`config.mk`:
```
export PLATFORM = sky130hd
export DESIGN_NAME = byte_serializer
export DESIGN_NICKNAME = d
export VERILOG_FILES = /design/src/rtl/byte_serializer.sv
export SDC_FILE = /design/constraint.sdc
export NUM_CORES = 1
export LEC_CHECK = 0
export CAP_MARGIN = 10
export CORE_UTILIZATION = 45
export CTS_BUF_LIST = sky130_fd_sc_hd__clkbuf_2 sky130_fd_sc_hd__clkbuf_4 sky130_fd_sc_hd__clkbuf_8
export CTS_CLUSTER_SIZE = 10
export DETAILED_ROUTE_END_ITERATION = 8
export DONT_BUFFER_PORTS = 1
export GPL_TIMING_DRIVEN = 0
export SYNTH_ARGS = -nofsm -noshare
export SYNTH_HDL_FRONTEND = slang
export SYNTH_SLANG_ARGS = --single-unit
```
`constraint.sdc`:
```
create_clock -name clk_i -period 2.1 [get_ports clk_i]
set_input_delay 0.105 -clock clk_i [delete_from_list [all_inputs] [get_ports clk_i]]
set_output_delay 0.105 -clock clk_i [all_outputs]
set_load 0.02 [all_outputs]
```
`src/rtl/byte_serializer.sv`:
```
// Parallel-to-serial stage: one-byte holding register plus shifter driving one bit per clk with shift_enable.
// Optional BYTE_SERIALIZER_PARITY_EN adds parity_out_o; latency accept->first bit = 1 cycle, backpressure via in_ready_o.
module byte_serializer #(
    parameter bit          MSB_FIRST  = 1'b1,
    parameter int unsigned GAP_CYCLES = 0
) (
    input  logic       clk_i,
    input  logic       rst_i,
    input  logic [7:0] in_data_i,
    input  logic       in_valid_i,
    output logic       in_ready_o,
    output logic       serial_out_o,
    output logic       shift_enable_o,
    output logic       byte_done_o,
    output logic       busy_o
`ifdef BYTE_SERIALIZER_PARITY_EN
    ,
    output logic       parity_out_o
`endif
);

    typedef enum logic [1:0] {IDLE, SHIFT, GAP} state_t;

    state_t     state_q;
    logic [7:0] hold_q;
    logic       hold_vld_q;
    logic [7:0] shifter_q;
    logic [2:0] bit_cnt_q;
    logic [3:0] gap_cnt_q;
    logic       serial_q;
    logic       shift_en_q;
    logic       byte_done_q;
`ifdef BYTE_SERIALIZER_PARITY_EN
    logic       parity_q;
`endif

    logic last_bit;
    logic gap_end;
    logic load;

    function automatic logic first_bit(input logic [7:0] b);
        return MSB_FIRST ? b[7] : b[0];
    endfunction

    function automatic logic [7:0] advance(input logic [7:0] b);
        return MSB_FIRST ? {b[6:0], 1'b0} : {1'b0, b[7:1]};
    endfunction

    assign last_bit = (state_q == SHIFT) && (bit_cnt_q == 3'd7);
    assign gap_end  = (state_q == GAP) && (gap_cnt_q == 4'd0);
    // A held byte enters the shifter from idle, straight after a byte (no gap), or when the gap expires.
    assign load     = hold_vld_q && ((state_q == IDLE) || (last_bit && (GAP_CYCLES == 0)) || gap_end);

    always_ff @(posedge clk_i) begin
        if (rst_i) begin
            state_q     <= IDLE;
            hold_q      <= 8'h00;
            hold_vld_q  <= 1'b0;
            shifter_q   <= 8'h00;
            bit_cnt_q   <= 3'd0;
            gap_cnt_q   <= 4'd0;
            serial_q    <= 1'b0;
            shift_en_q  <= 1'b0;
            byte_done_q <= 1'b0;
`ifdef BYTE_SERIALIZER_PARITY_EN
            parity_q    <= 1'b0;
`endif
        end else begin
            // Accept and load are mutually exclusive: accept needs an empty hold, load a full one.
            if (in_valid_i && !hold_vld_q) begin
                hold_q     <= in_data_i;
                hold_vld_q <= 1'b1;
            end else if (load) begin
                hold_vld_q <= 1'b0;
            end

            byte_done_q <= 1'b0;
            if (load) begin
                state_q    <= SHIFT;
                bit_cnt_q  <= 3'd0;
                serial_q   <= first_bit(hold_q);
                shifter_q  <= advance(hold_q);
                shift_en_q <= 1'b1;
`ifdef BYTE_SERIALIZER_PARITY_EN
                parity_q   <= ^hold_q;
`endif
            end else begin
                case (state_q)
                    SHIFT: begin
                        if (last_bit) begin
                            state_q    <= (GAP_CYCLES > 0) ? GAP : IDLE;
                            gap_cnt_q  <= 4'(GAP_CYCLES - 1);
                            serial_q   <= 1'b0;
                            shift_en_q <= 1'b0;
`ifdef BYTE_SERIALIZER_PARITY_EN
                            parity_q   <= 1'b0;
`endif
                        end else begin
                            serial_q    <= first_bit(shifter_q);
                            shifter_q   <= advance(shifter_q);
                            bit_cnt_q   <= bit_cnt_q + 3'd1;
                            byte_done_q <= (bit_cnt_q == 3'd6);
                        end
                    end
                    GAP: begin
                        if (gap_end) begin
                            state_q <= IDLE;
                        end else begin
                            gap_cnt_q <= gap_cnt_q - 4'd1;
                        end
                    end
                    default: begin
                        state_q <= IDLE;
                    end
                endcase
            end
        end
    end

    assign in_ready_o     = !hold_vld_q;
    assign serial_out_o   = serial_q;
    assign shift_enable_o = shift_en_q;
    assign byte_done_o    = byte_done_q;
    assign busy_o         = (state_q != IDLE) || hold_vld_q;
`ifdef BYTE_SERIALIZER_PARITY_EN
    assign parity_out_o   = parity_q;
`endif

endmodule
```
======== Word-level counts from Yosys, hierarchy flattened ========
Cells that the tools add are included.
operators by class
  add/sub/neg operators ................... 2
  eq/ne operators ......................... 10
  mux-type cells .......................... 18
  bitwise logic cells ..................... 3
  reductions and logical operators ........ 23
operators with widths
  operator               count
  $mux W8                3
  $reduce_and A2 Y1      5
  $reduce_bool A2 Y1     5
  $mux W1                9
  $mux W4                2
  $pmux W4 S2            1
  $eq A3 B3 Y1 const B   2
  $ne A2 B2 Y1 const B   3
  $ne A3 B3 Y1 const B   2
  $logic_and A1 B1 Y1    4
  $logic_not A4 Y1       1
  $mux W2                2
  $pmux W2 S2            1
  $reduce_and A4 Y1      1
  $reduce_or A4 Y1       1
  $sub A4 B1 Y4 const B  1
  $add A3 B1 Y3 const B  1
  $logic_or A1 B1 Y1     3
  $not A1 Y1             3
  $eq A2 B1 Y1 const B   1
  $eq A2 B2 Y1 const B   1
  $logic_not A2 Y1       1
  $ne A2 B1 Y1 const B   1
  $reduce_or A2 Y1       1
  $logic_not A1 Y1       1
storage, ports and cells
  register bits ........................... 28
  output and inout bits ................... 5
  logic and storage cells ................. 66

======== Longest topological paths before layout ========
Gate-level depths: netlist of the first run.
  depth in word-level cells ............... 7
  depth in mapped cells ................... 7
  mapped depth without buffers ............ 5

======== Least setup slack after synthesis of the first run ========
No wires, ideal clock.
  kind .................................... register -> register
  start point ............................. register bit_cnt_q[0]
  end point ............................... register bit_cnt_q[2]
  arrival time ............................ 1.228 ns
  data required time ...................... 1.969 ns
  slack ................................... 0.742 ns
  stages on the path, launching flop included .. 8
  buffers on the path ..................... 2
  period minus slack after synthesis ...... 1.358 ns
  cells stage by stage .................... dfxtp_1 -> ha_1 -> ha_1 -> nand2b_1 -> buf_6 -> buf_12 -> nand3_2 -> a21oi_2
on the way
  longest elaborated chain between the ends .. 6
ends and longest elaborated chain
  what                               line  RTL
  start: declaration                 28    logic [2:0] bit_cnt_q;
  start signal: assignment           101   bit_cnt_q <= bit_cnt_q + 3'd1;
  $eq A3 B3 Y1                       49    assign last_bit = (state_q == SHIFT) && (bit_cnt_q == 3'd7);
  $logic_and A1 B1 Y1                49
  $logic_or A1 B1 Y1 (2 in series)   52    assign load = hold_vld_q && ((state_q == IDLE) || (last_bit && (GAP_CYCLES == 0)) || gap_end);
  $logic_and A1 B1 Y1                52
  $reduce_or A2 Y1 (no source line)  -
Several ways; a longest one is shown, not always the timed one.
A chain may end at the register's enable or synchronous reset.

======== Worst setup path in the final report of the first run ========
Same ends and word-level chain as after synthesis.

==> parameters.txt, run 1 <==
Parameter                              Value

Clock network
  Max clock buf depth ... 2
  Total number of clock tree sinks ... 23
  Clock transition at path regs ... 0.13 ns
  Number of buffers added by the clock tree synthesis step ... 3
  Setup bufs post-CTS ... 0
  Clock tree from TritonCTS ... yes
  Clock insertion delay at the later pin of the skew report ... roughly 0.30 ns
  Maximum level of the CTS H-tree ... 1
  Clk Tree Root Cell ... clkbuf_4

Synthesis
  Ranking of synthesized cells by area ... dfxtp_1 (46%), nand2_1 (7.9%), a211oi_2 (7.5%)
  Share of async-settable or async-resettable flops after synthesis ... 0%
  Portion of synthesized cell area occupied by the leading cell type ... approximately 46%
  Number of synthesized flops with an enable pin ... 0
  Flip-flop and latch count after synthesis ... 23
  Average size of a mapped cell ... roughly 9.5 um^2
  Most instantiated flip-flop cell in the synthesis netlist ... dfxtp_1
  Count of distinct cell types in the synthesized netlist ... 23
  Part of the Yosys area used for sequential elements ... 46.00%
  Synthesized netlist cell count ... 105
  Netlist area before placement ... around 0.001 mm^2
  Number of synthesis warnings ... 0
  Nets in the synthesized netlist ... 119
  Biggest area consumer among synthesized cells ... dfxtp_1

Route
  Total via count in the routed design ... 726
  Post-detailed-route wirelength per cell ... ~13 um
  DR pass1 iterations ... 4
  Count of nets left with antenna violations after detail routing ... 0
  Iteration-0 DRC Markers ... 4
  DRC violations left ... 0
  Post-detailed-routing wire length ... 1.849 mm
  Vias per Instance ... 5.007

STA
  Total setup violations reported at the end of the flow ... 0
  Highest achievable clock rate ... a little under 0.7 GHz
  Post-route fraction of the period consumed by the critical path ... 70.42%
  Setup TNS Final ... 0 ns
  Max Clock Skew ... slightly below 0.006 ns
  Final hold viol count ... 0
  Actual slew at the worst max-slew pin ... 0.5179 ns
  Worst hold margin ... 0.1461 ns
  Post-layout min period ... 1.479 ns
  Pins over their slew limit ... 0
  Setup repair after global routing missed its margin ... no
  Max-Slew Margin vs Limit ... about 65%

Final layout
  Most common cell after layout, fill and taps aside ... dfxtp_1
  # fillers ... 197
  Multi-input gate area ... 471.7 um^2
  Area added between synthesis and finish ... 15.38%
  Diodes inserted ... 0
  Post-layout utilization of the core ... 57.12%
  Area of all sequential standard cells ... 460.4 um^2
  Cell Count, Final, Fillers Out ... 145
  NumNets Final ... ~130
  Top library cells by usage in the layout, fill and taps aside ... dfxtp_1 (23), nand2_1 (21), a21oi_1 (12), dlygate4sd3_1 (9), nor2_1 (8)
  Layout cells sized above 1 ... 20.34%

Placed design
  RD Place Congestion ... 0.7194
  Number of input and output port buffers inserted ... 0
  Inst Count DP ... 132
  DP Wirelength ... 1.265 mm

Worst setup path
  Category of the critical setup timing path ... register to register
  Crit path buffers/inverters ... 2
  Element type at the critical path start ... register
  Category of the worst setup path capture point ... register
  Maximum fanout encountered on the critical timing path ... 10
  Delay-heaviest family, CP ... adder cells
  Most frequent CP cell ... ha_1
  Biggest cell delay along the critical path ... 0.36 ns
  Endpoint arrival time on the critical path ... 1.66 ns
  Master of the slowest instance on the critical path ... dfxtp_1
  Data required time at the worst endpoint ... 2.28 ns
  Series of cell instances along the critical path ... ha_1 > ha_1 > nand2b_1 > buf_6 > buf_12 > nand3_2 > a21oi_2

Floorplan
  Site row count ... 16
  Starting density of the core ... about half
  Die Area ... 0.002417 mm^2
  Die height ... roughly 49 um
  IO Pins ... 16
  Overall die width ... 49.17 um
  Area inside the core boundary ... 0.002022 mm^2

GRT
  Wire length of the first global-routing pass ... 3.098 mm
  Global routing usage summed across all routing layers ... 16.96%
  Maximum number of pins on one net before global-route repair ... 13
  Initial antenna violation count ... 0
  Remaining global-route overflow ... 0
  Vias in the first global route ... 698

Power
  Areal power density over the cells ... slightly above 700 mW/mm^2
  Total power ... 829.3 uW
  Peak ir drop on the vdd network ... 0.0004543 V
  Leakage ... 0.4407 nW

Worst hold path
  Worst hold path type ... input pin to register

Outcome
  Status ... completed

Flow run
  Maximum Capacitance Violations ... 0
[worst paths after layout]
path                 from      endpoint  slack, ns  cells past startpoint
max          bit_cnt_q[0]  bit_cnt_q[2]       0.62                      7
min                 rst_i  shifter_q[7]       0.15                      2
min reg2reg     hold_q[7]     hold_q[7]       0.46                      2
max reg2reg  bit_cnt_q[0]  bit_cnt_q[2]       0.62                      7
[metal layers]
layer / global-route usage, % / vias up / share of wire (%)
met5: 0 / - / 0
met4: 4.412 / 0 / 0.81
met3: 4.050 / 2 / 2.7
met2: 27.85 / 11 / 47
met1: 22.09 / 334 / 50
li1: - / 379 / -
[Yosys cell counts (2+ instances only)]
library cell / n
dfxtp_1: 23
a21oi_2: 2
nor3_1: 2
nand2b_1: 3
a21oi_1: 12
a211oi_2: 6
nand2_1: 21
ha_1: 3
buf_6: 2
mux2i_1: 7
nor2_1: 8
a311oi_1: 2
buf_2: 3
nand3_2: 2
[through the flow]
stage          cell area [um^2]  worst slack [ns]
2_1_floorplan              1001            0.7417
3_3_place_gp               1035            0.6484
3_5_place_dp               1035            0.6218
4_1_cts                    1155            0.6008
5_1_grt                    1155            0.4801
6_report                   1155            0.6212
[cell families (layout without fill, tap and decap cells)]
| logic type | after synthesis | count (layout) | share of synthesized area, % |
|---|---|---|---|
| AO/OA/AOI/OAI | 23 | 23 | 18.00 |
| buffers and inverters | 9 | 22 | 6.873 |
| flip-flops | 23 | 23 | 46.00 |
| adder cells (fa/ha/maj) | 3 | 3 | 3.750 |
| multiplexers | 7 | 7 | 7.000 |
| AND/OR/NAND/NOR | 40 | 40 | 18.38 |
[state kept, by name (all words and copies together) (netlist names)]
signal	count
bit_cnt_q	3
state_q	1
byte_done_o	1
shifter_q	7
hold_q	8
serial_out_o	1
shift_enable_o	1
hold_vld_q	1
[timing repair]
item                                   4_1_cts  5_1_grt
endpoints found under the hold margin       11        0
gates resized for setup                      0        0
hold buffers                                 9        0
[where the power goes]
group	leakage, nW	switching, mW	internal, mW	total (mW)
sequential	0.189	0.0214	0.464	0.486
combinational	0.234	0.0685	0.0606	0.129
clock	0.0184	0.128	0.0868	0.215
total	0.441	0.218	0.611	0.829
[cell type report]
cell class / count / area share, %
Inverter: 2 / 0.6501
Tap cell: 27 / 2.925
Sequential cell: 23 / 39.87
Buffer: 7 / 5.309
Multi-Input combinational cell: 73 / 40.84
Timing Repair Buffer: 9 / 7.801
Clock buffer: 4 / 2.600
No activity file was read; power rests on OpenSTA's default activity.
==> inputs of run 2 (changes only) <==
Clock period 2.1 ns to 1.35 ns, I/O delays scaled along.
==> run 2 against run 1 <==
Global-route usage rose by 2.0 points. Routed wire length grew 15%. Setup slack lost 0.62 ns. Critical path type unchanged. Critical endpoint is now shift_enable_o. Largest cell class unchanged. Highest routed layer is now met3.
==> parameters.txt, run 2 (synthesis results as in run 1) <==
Parameter                              Value

Outcome
  Status ... completed (unchanged)

Floorplan
  Site row count ... 16 (unchanged)
  Area inside the core boundary ... 0.002022 mm^2 (unchanged)
  Die height ... 49.17 um (unchanged)
  Overall die width ... 49.17 um (unchanged)
  Die Area ... 0.002417 mm^2 (unchanged)
  Starting density of the core ... 49.50% (unchanged)
  IO Pins ... 16 (unchanged)

STA
  Post-layout min period ... 1.350 ns (was 1.479 ns)
  Max-Slew Margin vs Limit ... 64.47% (was 65.47%)
  Pins over their slew limit ... 0 (unchanged)
  Final hold viol count ... 0 (unchanged)
  Highest achievable clock rate ... 0.7409 GHz (was 0.6762 GHz)
  Setup repair after global routing missed its margin ... yes (was no)
  Max Clock Skew ... 0.006114 ns (was 0.005937 ns)
  Post-route fraction of the period consumed by the critical path ... 99.97% (was 70.42%)
  Actual slew at the worst max-slew pin ... 0.5330 ns (was 0.5179 ns)
  Total setup violations reported at the end of the flow ... 0 (unchanged)

Worst setup path
  End of the worst register-to-register path ... shift_enable_o (was bit_cnt_q[2])
  Worst r2r src ... bit_cnt_q[0] (unchanged)
  Category of the critical setup timing path ... register to register (unchanged)
  Endpoint arrival time on the critical path ... 1.55 ns (was 1.66 ns)
  Maximum fanout encountered on the critical timing path ... 4 (was 10)
  Depth of the worst register-to-register path ... 7 (unchanged)
  Worst reg2reg setup slack ... 0.0004 ns (was 0.62 ns)
  Category of the worst setup path capture point ... register (unchanged)
  Capturing instance or port of the critical path ... shift_enable_o (was bit_cnt_q[2])
  Crit path from ... bit_cnt_q[0] (unchanged)
  Element type at the critical path start ... register (unchanged)
  Data required time at the worst endpoint ... 1.55 ns (was 2.28 ns)

Clock network
  Clk Tree Root Cell ... clkbuf_4 (unchanged)
  Clock tree from TritonCTS ... yes (unchanged)
  Number of buffers added by the clock tree synthesis step ... 3 (unchanged)
  Total number of clock tree sinks ... 23 (unchanged)
  Max clock buf depth ... 2 (unchanged)
  Maximum level of the CTS H-tree ... 1 (unchanged)
  Clock transition at path regs ... 0.13 ns (about the same)
  Clock insertion delay at the later pin of the skew report ... 0.32 ns (was 0.30 ns)

Power
  Net Switching ... 392.9 uW (was 217.8 uW)
  Areal power density over the cells ... 1029 mW/mm^2 (was 718.1 mW/mm^2)
  Switching share of power ... 28.85% (was 26.27%)
  Total power ... 1.362 mW (was 829.3 uW)
  Cell-internal power ... 968.8 uW (was 611.5 uW)
  Sequential Power Share ... 55.8% (was 58.5%)
  Leakage ... 0.4993 nW (was 0.4407 nW)
  Peak ir drop on the vdd network ... 0.0006869 V (was 0.0004543 V)
  Power share of the combinational group ... 19.4% (was 15.6%)
  Proportion of power drawn by the clock network ... 24.8% (was 25.9%)

GRT
  Global routing usage summed across all routing layers ... 18.94% (was 16.96%)
  Initial antenna violation count ... 0 (unchanged)
  Vias in the first global route ... 715 (was 698)
  Remaining global-route overflow ... 0 (unchanged)
  Maximum number of pins on one net before global-route repair ... 14 (was 13)
  Wire length of the first global-routing pass ... 3.456 mm (was 3.098 mm)

Placed design
  Number of input and output port buffers inserted ... 0 (unchanged)
  RD Place Congestion ... 0.6939 (was 0.7194)
  DP Wirelength ... 1.285 mm (was 1.265 mm)
  Placed standard-cell area ... 0.001037 mm^2 (was 0.001035 mm^2)
  Inst Count DP ... 132 (unchanged)

Final layout
  Largest registers ... hold_q: 8 flops, shifter_q: 7 flops, bit_cnt_q: 3 flops (unchanged)
  Area of all sequential standard cells ... 462.9 um^2 (was 460.4 um^2)
  Area added between synthesis and finish ... 32.25% (was 15.38%)
  Finished layout cell area ... 0.001324 mm^2 (was 0.001155 mm^2)
  Top library cells by usage in the layout, fill and taps aside ... nand2_1 (21), dfxtp_1 (21), a21oi_1 (11), dlygate4sd3_1 (9), mux2i_1 (7) (was dfxtp_1 (23), nand2_1 (21), a21oi_1 (12), dlygate4sd3_1 (9), nor2_1 (8))
  Diodes inserted ... 0 (unchanged)
  NumNets Final ... 142 (was 133)
  Max reg flops ... 8 (unchanged)
  Post-layout utilization of the core ... 65.47% (was 57.12%)
  Largest register by flop count ... hold_q (unchanged)
  Layout cells sized above 1 ... 37.01% (was 20.34%)
  # fillers ... 161 (was 197)
  Multi-input gate area ... 545.5 um^2 (was 471.7 um^2)
  Cell Count, Final, Fillers Out ... 154 (was 145)

Route
  Post-detailed-routing wire length ... 2.132 mm (was 1.849 mm)
  Total via count in the routed design ... 780 (was 726)
  DR pass1 iterations ... 4 (unchanged)
  Post-detailed-route wirelength per cell ... 13.84 um (was 12.75 um)
  Vias per Instance ... 5.065 (was 5.007)
  Count of nets left with antenna violations after detail routing ... 0 (unchanged)
  DRC violations left ... 0 (unchanged)
  Iteration-0 DRC Markers ... 7 (was 4)

Flow run
  Maximum Capacitance Violations ... 0 (unchanged)

Worst hold path
  Worst hold path type ... input pin to register (unchanged)
## run 2: cell types whose count changed in the layout (fill, tap and decap cells not counted), sizes merged
cell,change
buf,+9
clkinv,+1
clkbuf,-1
## run 2: worst max-delay path: stages, from the launching register on
cell and delay [ns]:
dfxtp_2 0.36, ha_4 0.16, ha_4 0.16, nand2b_4 0.14
buf_6 0.14, buf_6 0.12, a21oi_2 0.11, a311oi_1 0.05
## run 2: how the worst min path moves through the flow
stage	from	to	slack [ns]	cells after the start
floorplan	rst_i	serial_out_o	0.14	1
global placement	rst_i	serial_out_o	0.14	1
detailed placement	rst_i	serial_out_o	0.15	1
CTS	rst_i	bit_cnt_q[0]	0.07	2
global route	rst_i	bit_cnt_q[0]	0.07	2
finish	rst_i	bit_cnt_q[0]	0.06	2
## run 2: metrics by stage
stage	hold WS, ns	setup slack, ns	setup TNS (ns)
finish	0.06386	0.0003708	0
global route	0.07265	-0.04667	-0.1592
global placement	0.1430	-0.06347	-0.4053
floorplan	0.1396	0.01777	0
detailed placement	0.1460	-0.07456	-0.5238
CTS	0.06848	-0.008800	-0.01729
## run 2: power by group through the flow
stage          Clock (mW)  Combinational (mW)  Sequential (mW)
2_1_floorplan           0               0.155            0.763
3_3_place_gp            0               0.180            0.769
3_5_place_dp            0               0.184            0.770
4_1_cts             0.333               0.253            0.759
5_1_grt             0.362               0.288            0.765
6_report            0.337               0.265            0.760
## run 2: cell type report
class / instances / share of cell area [%]
Inverter: 2 / 0.5671
Multi-Input combinational cell: 73 / 41.21
Buffer: 7 / 4.631
Sequential cell: 23 / 34.97
Tap cell: 27 / 2.552
Clock buffer: 3 / 1.701
Timing Repair Buffer: 18 / 13.99
Clock inverter: 1 / 0.3781
## run 2: what timing repair did
item	CTS	global route
resized for setup	13	7
setup buffers	7	1
setup endpoints to repair	12	11
hold endpoints to repair	11	0
hold buffers	9	0
pin swaps	2	4
gates cloned	2	0
## run 2: metal layers
| metal | vias up | global-route usage (%) | part of all wire, % |
|---|---|---|---|
| met3 | 0 | 3.738 | 2.7 |
| li1 | 406 | - | - |
| met2 | 13 | 29.00 | 47 |
| met5 | - | 0 | 0 |
| met1 | 361 | 27.25 | 50 |
| met4 | 0 | 4.412 | 0 |
==> inputs of run 3 (changes only) <==
Settings changed: CORE_ASPECT_RATIO set to 0.9.
==> run 3 against run 2 <==
Utilization is 1.7 points lower. Via count shrank 0.90%. Fmax grew 0.96%. Count of clock-buffer cells in the layout did not move. Setup slack better by 0.013 ns. Sequential share of layout area is 1.2 points higher. Sequential power about the same. Register-to-register slack about the same.
==> parameters.txt, run 3 (synthesis results as in run 1) <==
Parameter                              Value

STA
  Post-layout min period ... 1.337 ns (was 1.350 ns)
  Actual slew at the worst max-slew pin ... 0.5392 ns (was 0.5330 ns)
  Max Clock Skew ... 0.01083 ns (was 0.006114 ns)
  Worst hold margin ... 0.08590 ns (was 0.06386 ns)
  Post-route worst setup slack ... 0.01316 ns (was 0.0003708 ns)
  Post-route fraction of the period consumed by the critical path ... 99.03% (was 99.97%)
  Setup TNS Final ... 0 ns (unchanged)
  Highest achievable clock rate ... 0.7480 GHz (was 0.7409 GHz)
  Setup repair after global routing missed its margin ... yes (unchanged)
  Total setup violations reported at the end of the flow ... 0 (unchanged)
  Max-Slew Margin vs Limit ... 64.05% (was 64.47%)
  Pins over their slew limit ... 0 (unchanged)
  Final hold viol count ... 0 (unchanged)

Worst setup path
  Crit path buffers/inverters ... 2 (unchanged)
  Data required time at the worst endpoint ... 1.60 ns (was 1.55 ns)
  Maximum fanout encountered on the critical timing path ... 6 (was 4)
  Worst r2r src ... bit_cnt_q[1] (was bit_cnt_q[0])
  Delay-heaviest family, CP ... flip-flops (unchanged)
  End of the worst register-to-register path ... shifter_q[4] (was shift_enable_o)
  Depth of the worst register-to-register path ... 6 (was 7)
  Worst reg2reg setup slack ... 0.01 ns (was 0.0004 ns)
  Endpoint arrival time on the critical path ... 1.59 ns (was 1.55 ns)
  Element type at the critical path start ... register (unchanged)
  Biggest cell delay along the critical path ... 0.36 ns (about the same)
  Category of the worst setup path capture point ... register (unchanged)
  Master of the slowest instance on the critical path ... dfxtp_2 (unchanged)
  Series of cell instances along the critical path ... ha_4 > ha_4 > nand2b_4 > buf_6 > clkbuf_16 > a211oi_2 (was ha_4 > ha_4 > nand2b_4 > buf_6 > buf_6 > a21oi_2 > a311oi_1)
  Category of the critical setup timing path ... register to register (unchanged)
  Most frequent CP cell ... ha_4

GRT
  Initial antenna violation count ... 0 (unchanged)
  Remaining global-route overflow ... 0 (unchanged)
  Maximum number of pins on one net before global-route repair ... 14 (unchanged)
  Vias in the first global route ... 708 (was 715)
  Wire length of the first global-routing pass ... 3.236 mm (was 3.456 mm)
  Global routing usage summed across all routing layers ... 19.13% (was 18.94%)

Final layout
  # fillers ... 162 (was 161)
  Most common cell after layout, fill and taps aside ... dfxtp_1
  Top library cells by usage in the layout, fill and taps aside ... dfxtp_1 (21), nand2_1 (20), a21oi_1 (11), dlygate4sd3_1 (9) (was nand2_1 (21), dfxtp_1 (21), a21oi_1 (11), dlygate4sd3_1 (9), mux2i_1 (7))
  Area added between synthesis and finish ... 27.88% (was 32.25%)
  Diodes inserted ... 0 (unchanged)
  Max reg flops ... 8 (unchanged)
  Layout cells sized above 1 ... 33.33% (was 37.01%)
  Multi-input gate area ... 524.3 um^2 (was 545.5 um^2)
  NumNets Final ... 141 (was 142)
  Largest register by flop count ... hold_q (unchanged)
  Area of all sequential standard cells ... 462.9 um^2 (unchanged)
  Largest registers ... hold_q: 8 flops, shifter_q: 7 flops, bit_cnt_q: 3 flops (unchanged)

Power
  Leakage ... 0.4858 nW (was 0.4993 nW)
  Areal power density over the cells ... 1035 mW/mm^2 (was 1029 mW/mm^2)
  Peak ir drop on the vdd network ... 0.0007405 V (was 0.0006869 V)

Clock network
  Maximum level of the CTS H-tree ... 1 (unchanged)
  Number of buffers added by the clock tree synthesis step ... 3 (unchanged)
  Clock insertion delay at the later pin of the skew report ... 0.32 ns (about the same)
  Clk Tree Root Cell ... clkbuf_4 (unchanged)
  Clock transition at path regs ... 0.13 ns (about the same)
  Clock tree from TritonCTS ... yes (unchanged)
  Max clock buf depth ... 2 (unchanged)
  Total number of clock tree sinks ... 23 (unchanged)

Floorplan
  Die height ... 46.75 um (was 49.17 um)
  Die Area ... 0.002417 mm^2 (about the same)
  IO Pins ... 16 (unchanged)
  Overall die width ... 51.72 um (was 49.17 um)
  Site row count ... 15 (was 16)
  Starting density of the core ... 49.84% (was 49.50%)
  Area inside the core boundary ... 0.002008 mm^2 (was 0.002022 mm^2)

Outcome
  Status ... completed (unchanged)

Worst hold path
  Hold path startpoint ... rst_i (unchanged)
  Hold depth ... 2 (unchanged)
  Worst hold path type ... input pin to register (unchanged)
  Endpoint, Worst Hold ... shifter_q[7] (was bit_cnt_q[0])

Route
  Vias per Instance ... 5.119 (was 5.065)
  Post-detailed-routing wire length ... 2.050 mm (was 2.132 mm)
  Count of nets left with antenna violations after detail routing ... 0 (unchanged)
  DRC violations left ... 0 (unchanged)
  Total via count in the routed design ... 773 (was 780)
  Post-detailed-route wirelength per cell ... 13.58 um (was 13.84 um)
  Iteration-0 DRC Markers ... 2 (was 7)
  DR pass1 iterations ... 4 (unchanged)

Placed design
  Number of input and output port buffers inserted ... 0 (unchanged)
  Setup slack after placement ... -0.06538 ns (was -0.07456 ns)
  RD Place Congestion ... 0.7244 (was 0.6939)
  DP Wirelength ... 1.296 mm (was 1.285 mm)

Flow run
  Maximum Capacitance Violations ... 0 (unchanged)
[run 3: cell count changes in the layout (fill, tap and decap cells not counted), sizes merged]
cell,previous run,this run
buf,16,14
clkbuf,3,4
[run 3: repair_timing]
item,in CTS,in global routing
endpoints found under the hold margin,11,0
setup buffers,4,2
setup endpoints to repair,12,8
hold buffers,9,0
pin swaps,1,0
gates resized for setup,6,5
gates cloned,1,1
[run 3: area by class of cell]
type / count / share of cell area (%)
clock inverters: 1 / 0.3910
inverters: 2 / 0.5865
flip-flops and latches: 23 / 36.17
well taps: 25 / 2.444
clock buffers: 3 / 1.760
multi-input cells: 73 / 40.96
plain buffers: 7 / 4.790
repair buffers: 17 / 12.90
[run 3: how the worst max path moves through the flow]
stage / from / end / slack (ns) / cells past startpoint
floorplan: bit_cnt_q[0] / bit_cnt_q[2] / 0.02 / 7
global placement: bit_cnt_q[0] / bit_cnt_q[2] / -0.05 / 7
detailed placement: bit_cnt_q[0] / bit_cnt_q[2] / -0.07 / 7
CTS: bit_cnt_q[1] / bit_cnt_q[2] / 0.02 / 7
global route: bit_cnt_q[1] / bit_cnt_q[2] / -0.04 / 7
finish: bit_cnt_q[1] / shifter_q[4] / 0.01 / 6
[run 3: metrics by stage]
step / utilization [%] / instances / power (mW) / instance area (um^2)
floorplan: - / 105 / 0.9179 / 1003
global placement: 51.53 / 130 / 0.9492 / 1035
detailed placement: 51.53 / 130 / 0.9534 / 1035
CTS: 60.75 / 148 / 1.312 / 1220
global route: 63.74 / 151 / 1.395 / 1280
finish: 63.74 / 151 / 1.325 / 1280
[run 3: per-layer routing]
metal | GRT usage [%] | vias up | wire, um
met2 | 30.39 | 14 | 989
met1 | 23.96 | 356 | 966
met5 | 0 | - | 0
li1 | - | 401 | -
met3 | 7.120 | 2 | 79
met4 | 7.568 | 0 | 14
[run 3: power by group]
group          leakage [nW]  internal (mW)  switching (mW)
Combinational         0.279          0.123           0.122
Sequential            0.189          0.723          0.0363
Clock                0.0177          0.111           0.210
[run 3: worst register-to-register path: cells and delay by family (launching register included)]
family	cells	cell delay, ns
compound gates	1	0.16
flops	1	0.36
fa+ha+maj	2	0.32
simple gates	1	0.14
buf+inv	2	0.29
